==> src/rtl/apple_spawn_ctrl.sv <==
// apple_spawn_ctrl: eat detection, score/win tracking and apple respawn.
// A free-running LFSR proposes respawn cells, each candidate is checked
// against the snake body store through a req/ack occupancy query, and a
// linear scan takes over once the random tries are used up.
module apple_spawn_ctrl #(
    parameter int          GRID_W    = 80,
    parameter int          GRID_H    = 60,
    parameter int          MAX_TRIES = 8,
    parameter int          WIN_SCORE = 10,
    parameter logic [15:0] LFSR_SEED = 16'hACE1
) (
    input  logic       clk,
    input  logic       reset,
    input  logic       restart,
    input  logic       game_run,
    input  logic       move_tick,
    input  logic [6:0] head_x,
    input  logic [5:0] head_y,
    output logic       occ_req,
    output logic [6:0] occ_x,
    output logic [5:0] occ_y,
    input  logic       occ_ack,
    input  logic       occ_hit,
    output logic [6:0] apple_x,
    output logic [5:0] apple_y,
    output logic       apple_valid,
    output logic [3:0] score,
    output logic       eat_pulse,
    output logic       win,
    output logic       board_full
);

    typedef enum logic [2:0] {
        S_IDLE, S_GEN, S_CHECK, S_SCAN, S_COMMIT, S_DONE, S_FULL
    } state_t;

    localparam logic [7:0]  W8     = 8'(GRID_W);
    localparam logic [6:0]  H7     = 7'(GRID_H);
    localparam logic [6:0]  X_LAST = 7'(GRID_W - 1);
    localparam logic [5:0]  Y_LAST = 6'(GRID_H - 1);
    localparam logic [13:0] CELLS  = 14'(GRID_W * GRID_H);
    localparam logic [3:0]  TRIES  = 4'(MAX_TRIES);
    localparam logic [3:0]  WIN_SC = 4'(WIN_SCORE);
    localparam logic [6:0]  RST_X  = 7'd15;
    localparam logic [5:0]  RST_Y  = 6'd33;

    state_t      r_state,       w_state_nxt;
    logic [3:0]  r_try_cnt,     w_try_cnt_nxt;
    logic [13:0] r_scan_cnt,    w_scan_cnt_nxt;
    logic [6:0]  r_cand_x,      w_cand_x_nxt;
    logic [5:0]  r_cand_y,      w_cand_y_nxt;
    logic        r_occ_req,     w_occ_req_nxt;
    logic [6:0]  r_occ_x,       w_occ_x_nxt;
    logic [5:0]  r_occ_y,       w_occ_y_nxt;
    logic [6:0]  r_apple_x,     w_apple_x_nxt;
    logic [5:0]  r_apple_y,     w_apple_y_nxt;
    logic        r_apple_valid, w_apple_valid_nxt;
    logic [3:0]  r_score,       w_score_nxt;
    logic        r_eat_pulse,   w_eat_pulse_nxt;
    logic        r_win,         w_win_nxt;
    logic        r_board_full,  w_board_full_nxt;

    logic [15:0] r_lfsr;
    logic        w_lfsr_fb;
    logic [7:0]  w_raw_x;
    logic [6:0]  w_raw_y;
    logic [6:0]  w_rnd_x;
    logic [5:0]  w_rnd_y;
    logic [6:0]  w_scan_x;
    logic [5:0]  w_scan_y;
    logic [3:0]  w_score_inc;
    logic        w_eat;

    // Taps 16,14,13,11 map to bits 15,13,12,10.
    assign w_lfsr_fb = r_lfsr[15] ^ r_lfsr[13] ^ r_lfsr[12] ^ r_lfsr[10];

    // Free-running LFSR; restart deliberately leaves it running unseeded.
    always_ff @(posedge clk or negedge reset) begin
        // NOTE: sequential state uses non-blocking assignments so every
        // register samples pre-edge values, independent of statement order.
        if (!reset) r_lfsr <= LFSR_SEED;
        else        r_lfsr <= {r_lfsr[14:0], w_lfsr_fb};
    end

    // Fold the raw LFSR fields into the grid with one conditional subtract.
    assign w_raw_x = {1'b0, r_lfsr[6:0]};
    assign w_raw_y = {1'b0, r_lfsr[13:8]};
    assign w_rnd_x = (w_raw_x >= W8) ? 7'(w_raw_x - W8) : r_lfsr[6:0];
    assign w_rnd_y = (w_raw_y >= H7) ? 6'(w_raw_y - H7) : r_lfsr[13:8];

    // Raster-order successor of the current candidate, wrapping at both edges.
    assign w_scan_x = (r_cand_x == X_LAST) ? 7'd0 : r_cand_x + 7'd1;
    assign w_scan_y = (r_cand_x != X_LAST) ? r_cand_y :
                      (r_cand_y == Y_LAST) ? 6'd0 : r_cand_y + 6'd1;

    assign w_score_inc = r_score + 4'd1;
    assign w_eat = move_tick & game_run & r_apple_valid &
                   (head_x == r_apple_x) & (head_y == r_apple_y);

    // Next-state and next-output logic; restart overrides every state.
    always_comb begin
        // NOTE: every target gets a default first so no path infers a latch.
        w_state_nxt       = r_state;
        w_try_cnt_nxt     = r_try_cnt;
        w_scan_cnt_nxt    = r_scan_cnt;
        w_cand_x_nxt      = r_cand_x;
        w_cand_y_nxt      = r_cand_y;
        w_occ_req_nxt     = r_occ_req;
        w_occ_x_nxt       = r_occ_x;
        w_occ_y_nxt       = r_occ_y;
        w_apple_x_nxt     = r_apple_x;
        w_apple_y_nxt     = r_apple_y;
        w_apple_valid_nxt = r_apple_valid;
        w_score_nxt       = r_score;
        w_eat_pulse_nxt   = 1'b0;
        w_win_nxt         = r_win;
        w_board_full_nxt  = r_board_full;

        if (restart) begin
            w_state_nxt       = S_IDLE;
            w_try_cnt_nxt     = 4'd0;
            w_scan_cnt_nxt    = 14'd0;
            w_occ_req_nxt     = 1'b0;
            w_occ_x_nxt       = 7'd0;
            w_occ_y_nxt       = 6'd0;
            w_apple_x_nxt     = RST_X;
            w_apple_y_nxt     = RST_Y;
            w_apple_valid_nxt = 1'b1;
            w_score_nxt       = 4'd0;
            w_win_nxt         = 1'b0;
            w_board_full_nxt  = 1'b0;
        end else begin
            case (r_state)
                S_IDLE: begin
                    if (w_eat) begin
                        w_eat_pulse_nxt   = 1'b1;
                        w_score_nxt       = w_score_inc;
                        w_apple_valid_nxt = 1'b0;
                        if (w_score_inc == WIN_SC) begin
                            w_win_nxt   = 1'b1;
                            w_state_nxt = S_DONE;
                        end else begin
                            w_try_cnt_nxt = 4'd0;
                            w_state_nxt   = S_GEN;
                        end
                    end
                end
                S_GEN: begin
                    w_cand_x_nxt  = w_rnd_x;
                    w_cand_y_nxt  = w_rnd_y;
                    w_try_cnt_nxt = r_try_cnt + 4'd1;
                    w_occ_req_nxt = 1'b1;
                    w_occ_x_nxt   = w_rnd_x;
                    w_occ_y_nxt   = w_rnd_y;
                    w_state_nxt   = S_CHECK;
                end
                S_CHECK: begin
                    if (occ_ack) begin
                        w_occ_req_nxt = 1'b0;
                        if (!occ_hit)               w_state_nxt = S_COMMIT;
                        else if (r_try_cnt < TRIES) w_state_nxt = S_GEN;
                        else                        w_state_nxt = S_SCAN;
                    end
                end
                S_SCAN: begin
                    // Counter at CELLS means every cell was queried once.
                    if (r_scan_cnt == CELLS) begin
                        w_board_full_nxt = 1'b1;
                        w_state_nxt      = S_FULL;
                    end else begin
                        w_cand_x_nxt   = w_scan_x;
                        w_cand_y_nxt   = w_scan_y;
                        w_scan_cnt_nxt = r_scan_cnt + 14'd1;
                        w_occ_req_nxt  = 1'b1;
                        w_occ_x_nxt    = w_scan_x;
                        w_occ_y_nxt    = w_scan_y;
                        w_state_nxt    = S_CHECK;
                    end
                end
                S_COMMIT: begin
                    w_apple_x_nxt     = r_cand_x;
                    w_apple_y_nxt     = r_cand_y;
                    w_apple_valid_nxt = 1'b1;
                    w_scan_cnt_nxt    = 14'd0;
                    w_state_nxt       = S_IDLE;
                end
                S_DONE, S_FULL: ;
                default: w_state_nxt = S_IDLE;
            endcase
        end
    end

    // State and output registers.
    always_ff @(posedge clk or negedge reset) begin
        if (!reset) begin
            r_state       <= S_IDLE;
            r_try_cnt     <= 4'd0;
            r_scan_cnt    <= 14'd0;
            r_cand_x      <= 7'd0;
            r_cand_y      <= 6'd0;
            r_occ_req     <= 1'b0;
            r_occ_x       <= 7'd0;
            r_occ_y       <= 6'd0;
            r_apple_x     <= RST_X;
            r_apple_y     <= RST_Y;
            r_apple_valid <= 1'b1;
            r_score       <= 4'd0;
            r_eat_pulse   <= 1'b0;
            r_win         <= 1'b0;
            r_board_full  <= 1'b0;
        end else begin
            r_state       <= w_state_nxt;
            r_try_cnt     <= w_try_cnt_nxt;
            r_scan_cnt    <= w_scan_cnt_nxt;
            r_cand_x      <= w_cand_x_nxt;
            r_cand_y      <= w_cand_y_nxt;
            r_occ_req     <= w_occ_req_nxt;
            r_occ_x       <= w_occ_x_nxt;
            r_occ_y       <= w_occ_y_nxt;
            r_apple_x     <= w_apple_x_nxt;
            r_apple_y     <= w_apple_y_nxt;
            r_apple_valid <= w_apple_valid_nxt;
            r_score       <= w_score_nxt;
            r_eat_pulse   <= w_eat_pulse_nxt;
            r_win         <= w_win_nxt;
            r_board_full  <= w_board_full_nxt;
        end
    end

    assign occ_req     = r_occ_req;
    assign occ_x       = r_occ_x;
    assign occ_y       = r_occ_y;
    assign apple_x     = r_apple_x;
    assign apple_y     = r_apple_y;
    assign apple_valid = r_apple_valid;
    assign score       = r_score;
    assign eat_pulse   = r_eat_pulse;
    assign win         = r_win;
    assign board_full  = r_board_full;

endmodule

==> config.mk <==
export PLATFORM = sky130hd
export DESIGN_NAME = apple_spawn_ctrl
export DESIGN_NICKNAME = d
export VERILOG_FILES = /design/src/rtl/apple_spawn_ctrl.sv
export SDC_FILE = /design/constraint.sdc
export NUM_CORES = 1
export LEC_CHECK = 0
export ABC_AREA = 1
export BUFFER_PORTS_ARGS = -buffer_cell sky130_fd_sc_hd__buf_2
export CAP_MARGIN = 15
export CORE_MARGIN = 3
export CORE_UTILIZATION = 37
export CTS_BUF_LIST = sky130_fd_sc_hd__clkbuf_16
export CTS_CLUSTER_DIAMETER = 50
export DETAILED_ROUTE_END_ITERATION = 12
export SLEW_MARGIN = 20
export SYNTH_ARGS = -nofsm -noshare
export SYNTH_HDL_FRONTEND = slang
export SYNTH_SLANG_ARGS = --single-unit
==> constraint.sdc <==
create_clock -name clk -period 2.2 [get_ports clk]
set_clock_uncertainty 0.15 [all_clocks]
set_input_delay 0.44 -clock clk [delete_from_list [all_inputs] [get_ports clk]]
set_output_delay 0.44 -clock clk [all_outputs]
set_load 0.01 [all_outputs]
==> results_dict.tcl, run 1 <==
set metrics [dict create \
    hold_viol 0 \
    dp_hpwl_um 8472 \
    grt_start_max_net_pins 37 \
    drtIter0Drc 246 \
    diodes 0 \
    maxSlewViolCount 0 \
    die_height_um 118.3 \
    synth-xor-area-share 0.02814 \
    synthArstFlopShare 1.000 \
    ys_seq_elements 85 \
    dr_total_vias 4026 \
    period_needed_ps 2015 \
    tritoncts "yes" \
    num_rows 40 \
    place_congestion 0.8437 \
    synthAdderAreaFrac 0.02680 \
    synth_edf_count 0 \
    syn2layout_area_growth_pct 16.05 \
    yosys-top-cells-area "dfrtp_1 (38%), nand2_1 (18%), dfstp_2 (8.4%)" \
    cts.clk_slew.worst_paths_ps 60 \
    min_from "r_lfsr[14]" \
    r2r_start "r_cand_x[0]" \
    synth_top_cell_area_share 0.3751 \
    crit_start "r_cand_x[0]" \
    cts_sinks 85 \
    drive_above_1_share 0.1765 \
    fmax_mhz 496.3 \
    p_per_area_nw_per_um2 691.7 \
    nets 705 \
    clock_latency_ps 340 \
    rsz0062_at_grt "false" \
    peakVddDrop_mv 0.3278 \
    worst_setup_path_start_kind "flip-flop" \
    wire_per_inst_um 13.15 \
    cp.arrival_ps 2090 \
    htreeDepth 3 \
    io_buffers 54 \
    setup_viol 0 \
    end_kind "flip-flop" \
    crit_fanout 10 \
    syn_nets 643 \
    antenna_found_initial 0 \
    synth_area_per_cell_um2 7.617 \
    viasPerCell 4.748 \
    grt_pass1_vias 3910 \
    grtUsageTotal 0.1682 \
    yosys_warnings 0 \
    synthMostInstantiatedCell "nand2_1" \
    core_um2 12160 \
    crit_required_ps 2270 \
    hp-class "flip-flop to flip-flop" \
    yosysTopAreaCell "dfrtp_1" \
    drv_cap 0 \
    synth-compound-area-share 0.06967 \
    antenna_left 0 \
    overflow 0 \
    root_buffer "clkbuf_16" \
    hold_slack_ps 208.4 \
    placedCellCount 831 \
    grt_pass1_wl_um 19070 \
    syn-cell-area_um2 4669 \
    outcome "complete, no violations" \
    fin_cells 848 \
    synthMuxAreaShare 0 \
    io_pins 55 \
    critical_path_class "flip-flop to flip-flop" \
    design.die.area_um2 14000 \
    first_pass_iters 4 \
    cts_buffers 9 \
    die_w_um 118.3 \
    synth_commonest_cells "nand2_1 (218), inv_1 (75), dfrtp_1 (70)" \
    initial_utilization 0.3840 \
    routed_wl_um 11150 \
    synth_ff_type "dfrtp_1" \
    final_core_util 0.4456 \
    drc 0 \
    synth-simple-area-share 0.3352 \
    syn_inst 613 \
    yosysUniqueCellTypes 39 \
    worst_pin_slew_ps 596.6 \
    slew_headroom 0.5986 \
    clockBufferDepth 2 \
    synth_top_family_by_area "simple AND/OR/NAND/NOR gates" \
    yosysSeqAreaShare 0.4595 \
    timing.final.crit_share 0.9158 \
    leakagePower_nw 2.833 \
]
==> kinds of logic after synthesis <==
group                      Yosys count
xor gates and xnor gates            15
buffers and inverters               90
AOI/OAI and AO/OA                   55
DFF                                 85
and+or+nand+nor                    358
adders and majority gates           10
==> registers in the layout, summed over array words and instances (netlist names) <==
name / count
r_state: 3
r_cand_x: 7
occ_x: 7
occ_y: 6
apple_x: 7
win: 1
eat_pulse: 1
apple_valid: 1
score: 4
board_full: 1
r_lfsr: 16
r_try_cnt: 4
occ_req: 1
r_cand_y: 6
apple_y: 6
r_scan_cnt: 14
==> worst max-delay path, cell delays in order (launching register included) <==
cell and delay, ps:
dfrtp_1 400, ha_1 200, nand3_1 220, nor2_4 320, nor2_4 70, inv_1 90
nand2_1 110, nand2_1 110, nand2_1 50, nand2_1 100, nand2_1 60
==> where the power goes <==
group          total (mW)  internal (mW)  leakage, nW  switching (mW)
logic               0.668          0.207         1.58           0.461
registers            1.73           1.65         1.13          0.0844
clock network        1.35          0.746        0.129           0.602
total                3.75           2.60         2.83            1.15
==> per-stage QoR <==
stage / worst slack (ps) / area, µm² / total power [mW] / setup TNS (ps)
6_report: 185.3 / 5419 / 3.748 / 0
5_1_grt: 1.955 / 5419 / 3.975 / 0
4_1_cts: 177.5 / 5411 / 3.795 / 0
3_5_place_dp: -6.048 / 5139 / 2.424 / -9.335
3_3_place_gp: 121.2 / 5139 / 2.410 / 0
2_1_floorplan: 485.3 / 4669 / 2.222 / 0
==> layer usage <==
layer / global-route usage / share of wire / vias to the layer above
met4: 0.06960 / 0.019 / 0
met3: 0.02871 / 0.031 / 16
li1: - / - / 2065
met1: 0.2333 / 0.49 / 1878
met2: 0.2608 / 0.46 / 67
met5: 0 / 0 / -
==> what timing repair did <==
item	in CTS	in global routing
hold endpoints to repair	24	0
setup endpoints to repair	5	5
cloned	0	0
gates resized for setup	1	2
hold buffers	1	0
buffers inserted	0	0
==> final cells by class <==
| cell class | count | area (µm²) |
|---|---|---|
| Clock buffer | 9 | 225.2 |
| Clock inverter | 7 | 35.03 |
| Fill cell | 1209 | 6743 |
| Inverter | 80 | 305.3 |
| Multi-Input combinational cell | 438 | 2157 |
| Sequential cell | 85 | 2146 |
| Tap cell | 168 | 210.2 |
| Timing Repair Buffer | 61 | 340.3 |
==> cell usage in the layout, fill, tap and decap left out, types with 2 or more instances in the layout <==
| cell | synthesis | routed |
|---|---|---|
| nor2_4 | 6 | 7 |
| a22oi_1 | 6 | 6 |
| clkbuf_16 | 0 | 9 |
| nand3_1 | 46 | 46 |
| nand4_1 | 10 | 10 |
| nand2_1 | 218 | 218 |
| ha_1 | 10 | 10 |
| dfstp_2 | 15 | 15 |
| a21oi_1 | 6 | 6 |
| nand3_2 | 8 | 8 |
| clkinvlp_4 | 0 | 2 |
| inv_4 | 2 | 2 |
| nor3_1 | 7 | 7 |
| o22ai_1 | 6 | 6 |
| o21ai_0 | 23 | 23 |
| nor2_2 | 1 | 2 |
| nand3b_1 | 2 | 2 |
| nor2_1 | 52 | 50 |
| inv_1 | 75 | 77 |
| buf_4 | 1 | 6 |
| nand2_2 | 2 | 2 |
| xnor2_1 | 3 | 3 |
| inv_2 | 3 | 3 |
| buf_2 | 5 | 53 |
| o21ai_1 | 5 | 5 |
| clkinv_1 | 0 | 2 |
| xor2_1 | 12 | 12 |
| dfrtp_1 | 70 | 70 |
| o21ai_2 | 4 | 4 |
| or2_2 | 3 | 3 |
==> worst paths after layout <==
check / to / slack (ps) / depth (start not counted)
max reg2reg: r_cand_y[5] / 190 / 10
max in group asynchronous: apple_y[0] / 790 / 3
min reg2reg: r_lfsr[15] / 210 / 0
min in group asynchronous: apple_x[4] / 450 / 2
min: r_lfsr[15] / 210 / 0
max: r_cand_y[5] / 190 / 10
Power figures use the tool's default switching activity.
==> run 2: changes to the inputs <==
--- a/config.mk
+++ b/config.mk
@@ -5,7 +5,6 @@
 export SDC_FILE = /design/constraint.sdc
 export NUM_CORES = 1
 export LEC_CHECK = 0
-export ABC_AREA = 1
 export BUFFER_PORTS_ARGS = -buffer_cell sky130_fd_sc_hd__buf_2
 export CAP_MARGIN = 15
 export CORE_MARGIN = 3
==> run 2 against run 1 <==
  * The run now ends with setup timing left
  * Sequential share of layout area decreased by 0.43 points
  * Critical path depth is 4 lower
  * Clock-buffer cell count stayed put
  * Sequential power fell by 9%
  * Register-to-register slack got worse by 270 ps
  * Worst setup slack lost 270 ps
  * Global-route usage is 1.0 points higher
==> results_dict.tcl, run 2 <==
set metrics [dict create \
    dp_slack_ps -111.8 \
    worst_pin_slew_ps 933.2 \
    critical_path_class "flip-flop to flip-flop" \
    p_per_area_nw_per_um2 608.1 \
    design.die.area_um2 12800 \
    final_core_util 0.4967 \
    leakagePower_nw 2.641 \
    cp.arrival_ps 2420 \
    period_needed_ps 2289 \
    place_congestion 0.8275 \
    yosysSeqAreaShare 0.5055 \
    crit_end "occ_y[3]" \
    syn2layout_area_growth_pct 29.06 \
    synth-simple-area-share 0.1975 \
    worst_r2r_path_depth 6 \
    p_comb_frac 0.042 \
    critPathBufInv 1 \
    violations "setup timing" \
    drtIter0Drc 164 \
    slowest_stage "or4_4" \
    grt_pass1_vias 3503 \
    num_rows 38 \
    outcome "finished with violations" \
    regArea_um2 2146 \
    nets 549 \
    drv_cap 0 \
    reg2reg_to "occ_y[3]" \
    root_buffer "clkbuf_16" \
    largest_registers "r_lfsr x16, r_scan_cnt x14" \
    slew_headroom 0.3731 \
    setup_viol 15 \
    yosys_warnings 0 \
    routed_wl_um 10780 \
    grt_pass1_wl_um 18000 \
    placed_area_um2 5031 \
    clock_latency_ps 350 \
    synth-xor-area-share 0.07427 \
    yosysTopAreaCell "dfrtp_1" \
    core_um2 11030 \
    synth-compound-area-share 0.1518 \
    syn_inst 415 \
    drc 0 \
    cts.clk_slew.worst_paths_ps 60 \
    p_seq_frac 0.473 \
    synth_top_cell_area_share 0.4126 \
    ys_seq_elements 85 \
    tns_ps -930.7 \
    synth_area_per_cell_um2 10.23 \
    peakVddDrop_mv 0.7110 \
    hp-class "flip-flop to flip-flop" \
    r2r_start "r_scan_cnt[5]" \
    crit_family "simple AND/OR/NAND/NOR gates" \
    first_pass_iters 4 \
    io_pins 55 \
    synthMuxAreaShare 0.01474 \
    met2_usage 0.2930 \
    synth_edf_count 0 \
    tritoncts "yes" \
    multi_input_area_um2 2086 \
    drive_above_1_share 0.3168 \
    synthAdderAreaFrac 0.02947 \
    hold_viol 0 \
    end_kind "flip-flop" \
    busiest_layer "met2" \
    slowest_delay_ps 580 \
    power.internal_mw 2.607 \
    antenna_left 0 \
    nFillCells 1041 \
    cts_buffers 9 \
    die_w_um 113.1 \
    synth_ff_type "dfrtp_1" \
    maxSlewViolCount 0 \
    p_clk_frac 0.485 \
    worst_setup_path_start_kind "flip-flop" \
    rsz0062_at_grt "true" \
    crit_required_ps 2330 \
    grtUsageTotal 0.1785 \
    yosysUniqueCellTypes 59 \
    die_height_um 113.1 \
    fin_cells 664 \
    htreeDepth 3 \
    power.switching_mw 0.7245 \
    grt_start_max_net_pins 38 \
    path_depth 6 \
    diodes 0 \
    dp_hpwl_um 8003 \
    final_cell_area_um2 5479 \
    initial_utilization 0.3849 \
    final_common_cell "dfrtp_1" \
    largest-register "r_lfsr" \
    fmax_mhz 436.9 \
    dr_total_vias 3458 \
    synthArstFlopShare 1.000 \
    clockBufferDepth 2 \
    grt_use_met3 0.04759 \
    wire_per_inst_um 16.23 \
    crit_fanout 13 \
    synth_top_family_by_area "simple AND/OR/NAND/NOR gates" \
    io_buffers 54 \
    worst_path_most_repeated_cell "or4_4" \
    timing.final.crit_share 1.040 \
    synth_commonest_cells "dfrtp_1 (70), nand2_1 (49), nor2_1 (33)" \
    crit_start "r_scan_cnt[5]" \
    placedCellCount 643 \
    largest_reg_flops 16 \
    swShare 0.2175 \
    syn-cell-area_um2 4245 \
    overflow 0 \
    layout_common_cells "dfrtp_1 (70), buf_2 (53), buf_4 (51), nand2_1 (48), nor2_1 (32)" \
    cts_sinks 85 \
    r2r_slack_ps -90 \
    grt_use_met1 0.2379 \
    finalWorstSetupSlack_ps -88.64 \
    yosys-top-cells-area "dfrtp_1 (41%), dfstp_2 (9.3%), xnor2_1 (4.5%)" \
    worstPathCellList "or4_4 > or4_4 > o31ai_4 > buf_12 > a21oi_1 > nand2_1" \
    antenna_found_initial 0 \
    synthMostInstantiatedCell "dfrtp_1" \
    syn_nets 445 \
    viasPerCell 5.208 \
]
-- run 2: cell types whose count changed after synthesis, moves of 10 or more --
cell	previous run	this run
nand2_1	218	49
nor2_1	52	33
nand3_1	46	20
clkbuf_1	1	11
xnor2_1	3	22
a21oi_1	6	17
inv_1	75	10
a21o_1	0	11
-- run 2: layout make-up --
type	count	area share
clock buffers	9	0.04111
repair buffers	108	0.1311
multi-input cells	305	0.3807
flip-flops and latches	85	0.3916
clock inverters	7	0.01667
inverters	10	0.006851
well taps	140	0.03197
-- run 2: power groups by stage --
stage,clock network [mW],registers (mW),logic [mW]
floorplan,0,1.60,0.0499
detailed placement,0,1.60,0.133
CTS,1.66,1.58,0.135
global placement,0,1.60,0.132
finish,1.62,1.58,0.139
global route,1.73,1.58,0.155
-- run 2: how the worst min path moves through the flow --
stage	start	cells past startpoint	slack (ps)	endpoint
final	r_lfsr[14]	0	200	r_lfsr[15]
after global routing	r_lfsr[14]	0	230	r_lfsr[15]
after CTS	r_lfsr[14]	0	210	r_lfsr[15]
after detailed placement	r_lfsr[14]	0	200	r_lfsr[15]
after global placement	r_lfsr[14]	0	190	r_lfsr[15]
after floorplan	reset	0	-6	apple_x[4]
-- run 2: cells by family (layout without fill, tap and decap cells) --
| family | count (synthesis) | count (layout) |
|---|---|---|
| buffers and inverters | 25 | 134 |
| adder cells (fa/ha/maj) | 10 | 10 |
| XOR/XNOR | 36 | 36 |
| AND/OR/NAND/NOR | 163 | 163 |
| AO/OA/AOI/OAI | 90 | 90 |
| multiplexers | 6 | 6 |
| flip-flops | 85 | 85 |
-- run 2: per-stage QoR --
stage,power (mW),hold WS (ps)
global placement,1.736,189.0
CTS,3.369,210.7
finish,3.332,204.7
global route,3.456,232.9
detailed placement,1.737,202.0
floorplan,1.651,-5.591
-- run 2: what timing repair did --
action / in CTS / in global routing
endpoints found under the hold margin: 30 / 0
resized for setup: 0 / 16
endpoints found under the setup margin: 18 / 39
buffers inserted: 0 / 4
hold buffers: 1 / 0
pin swaps: 0 / 9
-- run 2: layer usage --
metal	vias to the layer above	wire length, µm
met5	-	0
met1	1681	4920
met2	62	5317
met3	11	412
li1	1704	-
met4	0	125
